**config.mk**
```make
export PLATFORM = sky130hd
export DESIGN_NAME = decode_stage
export DESIGN_NICKNAME = d
export VERILOG_FILES = /design/src/rtl/decode_stage.sv
export SDC_FILE = /design/constraint.sdc
export NUM_CORES = 2
export LEC_CHECK = 0
export BUFFER_PORTS_ARGS = -buffer_cell sky130_fd_sc_hd__buf_2
export CAP_MARGIN = 5
export CELL_PAD_IN_SITES_DETAIL_PLACEMENT = 0
export CELL_PAD_IN_SITES_GLOBAL_PLACEMENT = 2
export CORE_MARGIN = 2
export CORE_UTILIZATION = 48
export CTS_CLUSTER_SIZE = 14
export DETAILED_ROUTE_END_ITERATION = 7
export GPL_TIMING_DRIVEN = 1
export PLACE_DENSITY = 0.91
export SKIP_CTS_REPAIR_TIMING = 1
export SYNTH_ARGS = -nofsm -noshare
export SYNTH_HDL_FRONTEND = slang
export SYNTH_SLANG_ARGS = --single-unit
```
**constraint.sdc**
```tcl
create_clock -name clk -period 11.9 [get_ports clk]
set_input_delay 2.38 -clock clk [delete_from_list [all_inputs] [get_ports clk]]
set_output_delay 2.38 -clock clk [all_outputs]
set_load 0.02 [all_outputs]
```
**src/rtl/decode_stage.sv**
```systemverilog
// Decode stage of the 5-stage MIPS pipeline.
// Holds the GPR file and resolves branches and jumps in D, with one delay slot
// and no flush. Raises the F/D stall for hazards that forwarding cannot cover,
// and registers the D/E pipeline latch.
module decode_stage #(
  parameter logic [31:0] RESET_PC = 32'h3000,
  parameter int          NUM_REGS = 32
) (
  input  logic        clk,
  input  logic        reset,
  input  logic [31:0] f_pc,
  input  logic [31:0] f_instr,
  output logic        ifjump,
  output logic [31:0] jumppc,
  output logic        zuse,
  input  logic [4:0]  e_wr_addr,
  input  logic        e_we,
  input  logic        e_is_load,
  input  logic [4:0]  m_wr_addr,
  input  logic        m_we,
  input  logic        m_is_load,
  input  logic [31:0] m_data,
  input  logic        w_we,
  input  logic [4:0]  w_addr,
  input  logic [31:0] w_data,
  output logic [31:0] de_pc,
  output logic [31:0] de_instr,
  output logic [31:0] de_rs_val,
  output logic [31:0] de_rt_val,
  output logic [31:0] de_imm,
  output logic        de_valid
);

  localparam logic [5:0] OPC_RTYPE = 6'h00;
  localparam logic [5:0] OPC_J     = 6'h02;
  localparam logic [5:0] OPC_JAL   = 6'h03;
  localparam logic [5:0] OPC_BEQ   = 6'h04;
  localparam logic [5:0] OPC_BNE   = 6'h05;
  localparam logic [5:0] OPC_ORI   = 6'h0d;
  localparam logic [5:0] OPC_LUI   = 6'h0f;
  localparam logic [5:0] OPC_LW    = 6'h23;
  localparam logic [5:0] OPC_SW    = 6'h2b;
  localparam logic [5:0] FN_JR     = 6'h08;
  localparam logic [5:0] FN_ADDU   = 6'h21;
  localparam logic [5:0] FN_SUBU   = 6'h23;

  typedef enum logic [3:0] {
    OP_NOP, OP_ADDU, OP_SUBU, OP_ORI, OP_LUI, OP_LW, OP_SW,
    OP_BEQ, OP_BNE, OP_J, OP_JAL, OP_JR
  } op_t;

  logic [31:0] r_gpr [NUM_REGS];

  op_t         w_op;
  logic [4:0]  w_rs;
  logic [4:0]  w_rt;
  logic [15:0] w_imm16;
  logic [31:0] w_sext;
  logic [31:0] w_imm;
  logic [31:0] w_rs_gpr;
  logic [31:0] w_rt_gpr;
  logic [31:0] w_rs_cmp;
  logic [31:0] w_rt_cmp;
  logic        w_use_rs;
  logic        w_use_rt;
  logic        w_cmp_rs;
  logic        w_cmp_rt;
  logic        w_load_use;
  logic        w_cmp_hazard;
  logic        w_taken;

  assign w_rs    = f_instr[25:21];
  assign w_rt    = f_instr[20:16];
  assign w_imm16 = f_instr[15:0];
  assign w_sext  = {{16{w_imm16[15]}}, w_imm16};

  // GPR file: synchronous clear on reset, W-stage write otherwise; $0 never written.
  // NOTE: the register file is cleared by reset because software may read a
  // GPR before writing it; sequential state always uses non-blocking (<=) so
  // every flop samples pre-edge values regardless of block ordering.
  always_ff @(posedge clk) begin
    if (reset) begin
      for (int i = 0; i < NUM_REGS; i++) r_gpr[i] <= '0;
    end else if (w_we && w_addr != 5'd0) begin
      r_gpr[w_addr] <= w_data;
    end
  end

  // Register reads with same-cycle W bypass; $0 reads as zero.
  assign w_rs_gpr = (w_rs == 5'd0) ? 32'd0 :
                    (w_we && w_addr == w_rs) ? w_data : r_gpr[w_rs];
  assign w_rt_gpr = (w_rt == 5'd0) ? 32'd0 :
                    (w_we && w_addr == w_rt) ? w_data : r_gpr[w_rt];

  // Comparator operands: take the M-stage ALU/link result when it targets the source.
  assign w_rs_cmp = (m_we && !m_is_load && m_wr_addr != 5'd0 && m_wr_addr == w_rs)
                    ? m_data : w_rs_gpr;
  assign w_rt_cmp = (m_we && !m_is_load && m_wr_addr != 5'd0 && m_wr_addr == w_rt)
                    ? m_data : w_rt_gpr;

  // Instruction decode; anything outside the supported set behaves as nop.
  // NOTE: every signal assigned in an always_comb gets a default first, so no
  // path through the case statement can leave it unassigned and infer a latch.
  always_comb begin
    w_op = OP_NOP;
    case (f_instr[31:26])
      OPC_RTYPE: begin
        case (f_instr[5:0])
          FN_ADDU: w_op = OP_ADDU;
          FN_SUBU: w_op = OP_SUBU;
          FN_JR:   w_op = OP_JR;
          default: w_op = OP_NOP;
        endcase
      end
      OPC_J:   w_op = OP_J;
      OPC_JAL: w_op = OP_JAL;
      OPC_BEQ: w_op = OP_BEQ;
      OPC_BNE: w_op = OP_BNE;
      OPC_ORI: w_op = OP_ORI;
      OPC_LUI: w_op = OP_LUI;
      OPC_LW:  w_op = OP_LW;
      OPC_SW:  w_op = OP_SW;
      default: w_op = OP_NOP;
    endcase
  end

  // Source usage flags and the subset of sources that feed the D comparator.
  always_comb begin
    w_use_rs = 1'b0;
    w_use_rt = 1'b0;
    w_cmp_rs = 1'b0;
    w_cmp_rt = 1'b0;
    case (w_op)
      OP_ADDU, OP_SUBU, OP_SW: begin
        w_use_rs = 1'b1;
        w_use_rt = 1'b1;
      end
      OP_ORI, OP_LW: w_use_rs = 1'b1;
      OP_BEQ, OP_BNE: begin
        w_use_rs = 1'b1;
        w_use_rt = 1'b1;
        w_cmp_rs = 1'b1;
        w_cmp_rt = 1'b1;
      end
      OP_JR: begin
        w_use_rs = 1'b1;
        w_cmp_rs = 1'b1;
      end
      default: ;
    endcase
  end

  // Stall detection: load-use on any source, or a comparator source still in flight.
  always_comb begin
    w_load_use = e_is_load && e_wr_addr != 5'd0 &&
                 ((w_use_rs && w_rs == e_wr_addr) || (w_use_rt && w_rt == e_wr_addr));
    w_cmp_hazard =
      (e_we && e_wr_addr != 5'd0 &&
       ((w_cmp_rs && w_rs == e_wr_addr) || (w_cmp_rt && w_rt == e_wr_addr))) ||
      (m_is_load && m_wr_addr != 5'd0 &&
       ((w_cmp_rs && w_rs == m_wr_addr) || (w_cmp_rt && w_rt == m_wr_addr)));
  end

  assign zuse = !reset && (w_load_use || w_cmp_hazard);

  // Branch decision and redirect target.
  always_comb begin
    w_taken = 1'b0;
    jumppc  = 32'd0;
    case (w_op)
      OP_BEQ: begin
        w_taken = (w_rs_cmp == w_rt_cmp);
        jumppc  = f_pc + 32'd4 + {w_sext[29:0], 2'b00};
      end
      OP_BNE: begin
        w_taken = (w_rs_cmp != w_rt_cmp);
        jumppc  = f_pc + 32'd4 + {w_sext[29:0], 2'b00};
      end
      OP_J, OP_JAL: begin
        w_taken = 1'b1;
        jumppc  = {f_pc[31:28], f_instr[25:0], 2'b00};
      end
      OP_JR: begin
        w_taken = 1'b1;
        jumppc  = w_rs_cmp;
      end
      default: ;
    endcase
  end

  // F gives the redirect priority over the stall, so a stalled branch must not redirect.
  assign ifjump = !reset && !zuse && w_taken;

  // Immediate shaping for E.
  always_comb begin
    case (w_op)
      OP_ORI:  w_imm = {16'h0, w_imm16};
      OP_LUI:  w_imm = {w_imm16, 16'h0};
      default: w_imm = w_sext;
    endcase
  end

  // D/E latch: reset wins over a stall; a stall inserts a bubble while F holds.
  always_ff @(posedge clk) begin
    if (reset) begin
      de_pc     <= RESET_PC;
      de_instr  <= '0;
      de_rs_val <= '0;
      de_rt_val <= '0;
      de_imm    <= '0;
      de_valid  <= 1'b0;
    end else if (zuse) begin
      de_pc     <= f_pc;
      de_instr  <= '0;
      de_rs_val <= '0;
      de_rt_val <= '0;
      de_imm    <= '0;
      de_valid  <= 1'b0;
    end else begin
      de_pc     <= f_pc;
      de_instr  <= f_instr;
      de_rs_val <= w_rs_gpr;
      de_rt_val <= w_rt_gpr;
      de_imm    <= w_imm;
      de_valid  <= 1'b1;
    end
  end

endmodule

```
* Word-level counts from Yosys, hierarchy flattened
Memory sizes are Yosys's and may differ from the RTL's.
Index checks and enable logic that the tools add are counted.
** Operators by class
- $add $sub $neg :: 2
- Equality and inequality tests :: 32
- Multiplexer cells :: 24
- Reduce and logical (&&, ||, !) cells :: 44
** Operators with widths (count)
- two-way mux 32 bit :: 7
- case mux 32 bit (3 select lines) :: 1
- case mux 32 bit (2 select lines) :: 1
- == test 5 bit :: 8
- case mux 4 bit (9 select lines) :: 1
- adder 32 x 3 -> 32 bit (second input constant) :: 1
- adder 32 bit :: 1
- == test 32 bit :: 1
- inequality test 32 bit :: 1
- OR reduction 32 bit :: 1
- == test 6 bit (second input constant) :: 4
- logical AND 1 bit :: 22
- == test 6 x 4 -> 1 bit (second input constant) :: 3
- == test 4 x 3 -> 1 bit (second input constant) :: 4
- == test 4 bit (second input constant) :: 4
- nonzero test 5 bit :: 3
- == test 6 x 2 -> 1 bit (second input constant) :: 2
- == test 6 x 3 -> 1 bit (second input constant) :: 2
- case mux 4 bit (3 select lines) :: 1
- two-way mux 1 bit :: 11
- zero test 5 bit :: 2
- == test 4 x 2 -> 1 bit (second input constant) :: 2
- OR reduction 8 bit :: 1
- zero test 6 bit :: 1
- other kinds (8) :: 17
** Storage, ports and cells
- Register bits :: 161
- Memory bits (writable) :: 1024
- Output and inout port bits :: 195
- Logic and storage cells :: 109
- Memories :: 1
** Memories
- r_gpr :: depth 32, bits a word 32, rd ports 2, clocked after memory_dff 0, wr ports 32, RTL line 52 : logic [31:0] r_gpr [NUM_REGS];

* Longest topological paths before layout
- Depth in word-level cells :: 15
- Gate-level depth with buffers :: 17
- Depth with buffers taken out :: 17

* Least setup slack after synthesis
No wires, ideal clock.
- Kind :: input -> output
- From :: input port f_instr[21]
- To :: output port ifjump
- Data arrival time :: 5489 ps
- Required time :: 9520 ps
- Slack :: 4031 ps
- Cell stages on the path :: 13
- Cell sequence :: buf_6 > buf_6 > buf_2 > mux4_2 > a2111oi_0 > o21ai_0 > a32o_1 > xor2_1 > nor3_1 > nand3_1 > nor4b_2 > nand4_1 > a221oi_2
** On the way
- Longest elaborated chain between the ends :: 10
** Ends and longest elaborated chain
- from (decl) :: RTL line 12 : input logic [31:0] f_instr,
- parallel branches: the longest is 9 deep, another holds memory read (32 x 32 bit)
- logical AND 1 bit * :: RTL line 192 : assign ifjump = !reset && !zuse && w_taken;
- to (decl) :: RTL line 13 : output logic ifjump,
Every way passes the cells marked *.

* Worst setup path in the final report
- From :: input port f_instr[18]
- To :: output port ifjump
** On the way
- Longest elaborated chain between the ends :: 10
** Ends and longest elaborated chain (RTL line)
- parallel branches: the longest is 9 deep, another holds memory read (32 x 32 bit)
- logical AND 1 bit * :: 192
Marks and branches as above.

==> flow_metrics.tcl <==
set metrics [dict create \
    outcome "completed" \
    rr_startpoint "r_gpr[31][13]$_SDFFCE_PN0P_" \
    grt_usage_pct 36.7 \
    drtPass1Iterations 8 \
    drive_above_1_share_pct 24.9 \
    critPathKind "input port to output pin" \
    clk_latency_ns 0.77 \
    port_buffers 344 \
    path_clk_slew_ns 0.07 \
    hold_path.class "flop to flop" \
    coreArea_um2 132000 \
    power_frac_comb_pct 15.5 \
    seq_area_um2 34000 \
    yosysSeqAreaShare_pct 53.1 \
    seqPwrFrac_pct 46.4 \
    grt_first_pass_wirelength_um 352000 \
    drc 0 \
    tns_ns 0 \
    io_pins 345 \
    period_minus_slack_ns 10.30 \
    cellInternalPower_uw 7640 \
    viasPerCell 6.96 \
    leakagePower_uw 0.0255 \
    p_per_area_nw_per_um2 147 \
    hold_path_depth 4 \
    drt_iter0_markers 8148 \
    grt_start_max_net_pins 101 \
    required_ns 9.52 \
    swShare_pct 27.3 \
    wire_per_inst_um 37.2 \
    rsz0062_at_grt "no" \
    synth.avg_cell_area_um2 13.3 \
    nFillCells 10900 \
    ys_ff_latch 1185 \
    synthCells 4800 \
    met3_usage_pct 11.8 \
    grt_overflow 0 \
    cp.arrival_ns 7.92 \
    end_kind "output pin" \
    skew_ns 0.0331 \
    slowest_delay_ns 1.12 \
    vias 47500 \
    startpoint "f_instr[18]" \
    ir_drop_v 0.000128 \
    synth_largest_area_cell "edfxtp_1" \
    crit_chain "buf_4 > buf_4 > nor2_1 > nand3b_1 > nand2_1 > o21ai_0 > xor2_1 > a21oi_1 > nand4_1 > nor4b_2 > nand4_1 > a221oi_2 > buf_2" \
    pwr-share-clk_pct 38.1 \
    cts_root_buf "clkbuf_16" \
    p_sw_uw 2860 \
    yosysWarnings 0 \
    synth.area.top_cells "edfxtp_1 48%, mux4_2 16%, and2_1 7.2%" \
    ant_nets 0 \
    dpl.hpwl_um 157000 \
    rows 133 \
    period_share_pct 86.5 \
    die_height_um 369 \
    placed_cell_area_um2 67100 \
    met1_usage_pct 45.6 \
    syn2layout_area_growth_pct 11.5 \
    cp.depth 13 \
    cp_max_fo 28 \
    synthDominantCellAreaShare_pct 48.1 \
    grtUsageMet2_pct 55.2 \
    drt_wl_total_um 254000 \
    setup_slack_ns 1.60 \
    die_area_um2 136000 \
    cts_tree "done" \
    die_w_um 369 \
    reg2reg_depth 6 \
    antenna_found_initial 25 \
    dp_slack_ns 1.85 \
    critPathBufInv 3 \
    fin_nets 5165 \
    multiInputGateArea_um2 27800 \
    fin_util_pct 54.1 \
    ys.flop_type "edfxtp_1" \
    fin_area_um2 71300 \
    synth_cell_types 89 \
    synth_edf_count 1024 \
    slew_headroom_pct 5.59 \
    finalHoldViolations 0 \
    cts.sinks 1185 \
    postSynth.asyncResetShare_pct 0 \
    min-delay-start "r_gpr[19][14]$_SDFFCE_PN0P_" \
    cts_buffers 120 \
    slowest_stage "nor2_1" \
    finalMaxSlewViolations 0 \
    fin_cells 6825 \
    cpLargestDelayFamily "simple AND/OR/NAND/NOR gates" \
    place.gp.congestion 0.953 \
    first_global_vias 46000 \
    crit_path_start_kind "input port" \
    fmax_ghz 0.0971 \
    setup_viol 0 \
    place_inst 6590 \
    syn_area_um2 63900 \
    cap_violations 0 \
    initial_core_util_pct 48.5 \
    worst_pin_slew_ns 1.41 \
    clk_path_buf_depth 3 \
    cts_max_level 3 \
    grt.busiest_layer "met2" \
]
==> cell families (layout without fill, tap and decap cells) <==
group           after synthesis  after routing  synth area share (%)
fa+ha+maj                    58             58                  1.15
mux                         742            742                  20.5
xor+xnor                     80             80                  1.10
compound gates              505            505                  5.57
other cells                   1             45               0.00587
buf+inv                     524            750                  3.86
simple gates               1705           1705                  14.7
flops                      1185           1185                  53.1
==> power by group through the flow <==
stage / logic, uW / clock network, uW / registers [uW]
after global placement: 1570 / 0 / 4940
after global routing: 1670 / 4150 / 4890
after CTS: 1570 / 4010 / 4870
after floorplan: 920 / 0 / 4960
final: 1630 / 4010 / 4870
after detailed placement: 1570 / 0 / 4950
==> layout make-up <==
cell class                      instances  area share (%)
Sequential cell                      1185            47.7
Clock buffer                          155            4.75
Multi-Input combinational cell       3122            39.1
Tap cell                             1755            3.08
Inverter                               33           0.177
Timing Repair Buffer                  495            4.22
Antenna cell                           13          0.0457
Clock inverter                         67           0.990
==> worst reg2reg max path: stages (launching register included) <==
cell	delay [ns]
edfxtp_1	0.39
mux4_2	0.48
mux2_2	0.33
a221oi_1	0.35
nor3_1	0.08
a21oi_1	0.68
nor2_1	0.29
==> worst paths after layout <==
path	endpoint	slack (ns)
max	ifjump	1.60
min	de_rs_val[14]$_SDFF_PP0_	0.94
max reg2reg	de_rs_val[13]$_SDFF_PP0_	9.10
min reg2reg	de_rs_val[14]$_SDFF_PP0_	0.94
==> state kept, by name, summed over array words and instances (netlist names) <==
signal / count
de_imm: 32
r_gpr: 1024
de_rs_val: 32
de_pc: 32
de_valid: 1
de_rt_val: 32
de_instr: 32
==> stage by stage <==
| stage | power, uW | hold slack [ns] |
|---|---|---|
| 2_1_floorplan | 5880 | 0.761 |
| 3_3_place_gp | 6500 | 0.920 |
| 3_5_place_dp | 6520 | 0.924 |
| 4_1_cts | 10400 | 0.918 |
| 5_1_grt | 10700 | 1.04 |
| 6_report | 10500 | 0.935 |
==> cells in the final DEF, fill, tap and decap left out, types with 31 or more instances in the layout <==
cell type     n
edfxtp_1   1024
and2_1      731
mux4_2      452
nor3_1      354
buf_2       337
mux2i_1     264
nand2_1     182
dfxtp_1     161
buf_4       145
nor2_1      142
clkbuf_16   128
a21oi_1      99
o21ai_0      67
ha_1         57
nor2b_1      45
xor2_1       43
nand3_1      41
o22ai_1      38
xnor2_1      37
clkinv_1     34
a22oi_1      33
o31ai_1      32
conb_1       32
a211oi_1     31
==> synthesized netlist by cell type, types with 12 or more instances <==
master / instances
and2_1: 731
or3_1: 15
o22a_1: 13
buf_1: 13
o221ai_1: 23
a22o_1: 17
a21oi_1: 99
o211ai_1: 14
a22oi_1: 33
xnor2_1: 37
nor4_1: 18
inv_1: 27
clkbuf_1: 343
o21ai_0: 67
mux4_2: 452
a211oi_1: 31
o22ai_1: 38
nand2b_1: 15
dfxtp_1: 161
and3_1: 19
ha_1: 57
o31ai_1: 32
nand3_1: 43
nor2b_1: 46
xor2_1: 43
buf_2: 69
nand4_1: 19
mux2i_1: 264
buf_4: 34
edfxtp_1: 1024
a21o_1: 16
a32oi_1: 13
nand2_1: 182
nor2_1: 177
a31oi_1: 21
or2_2: 41
buf_6: 23
mux2_2: 26
nand3b_1: 12
nor3_1: 355
==> per-layer routing <==
metal  up-vias  share of wire (%)
li1      18700                  -
met1     23600                 34
met2      4310                 44
met3       888                 15
met4        16                7.4
met5         -              0.042
Power figures use the tool's default switching activity.
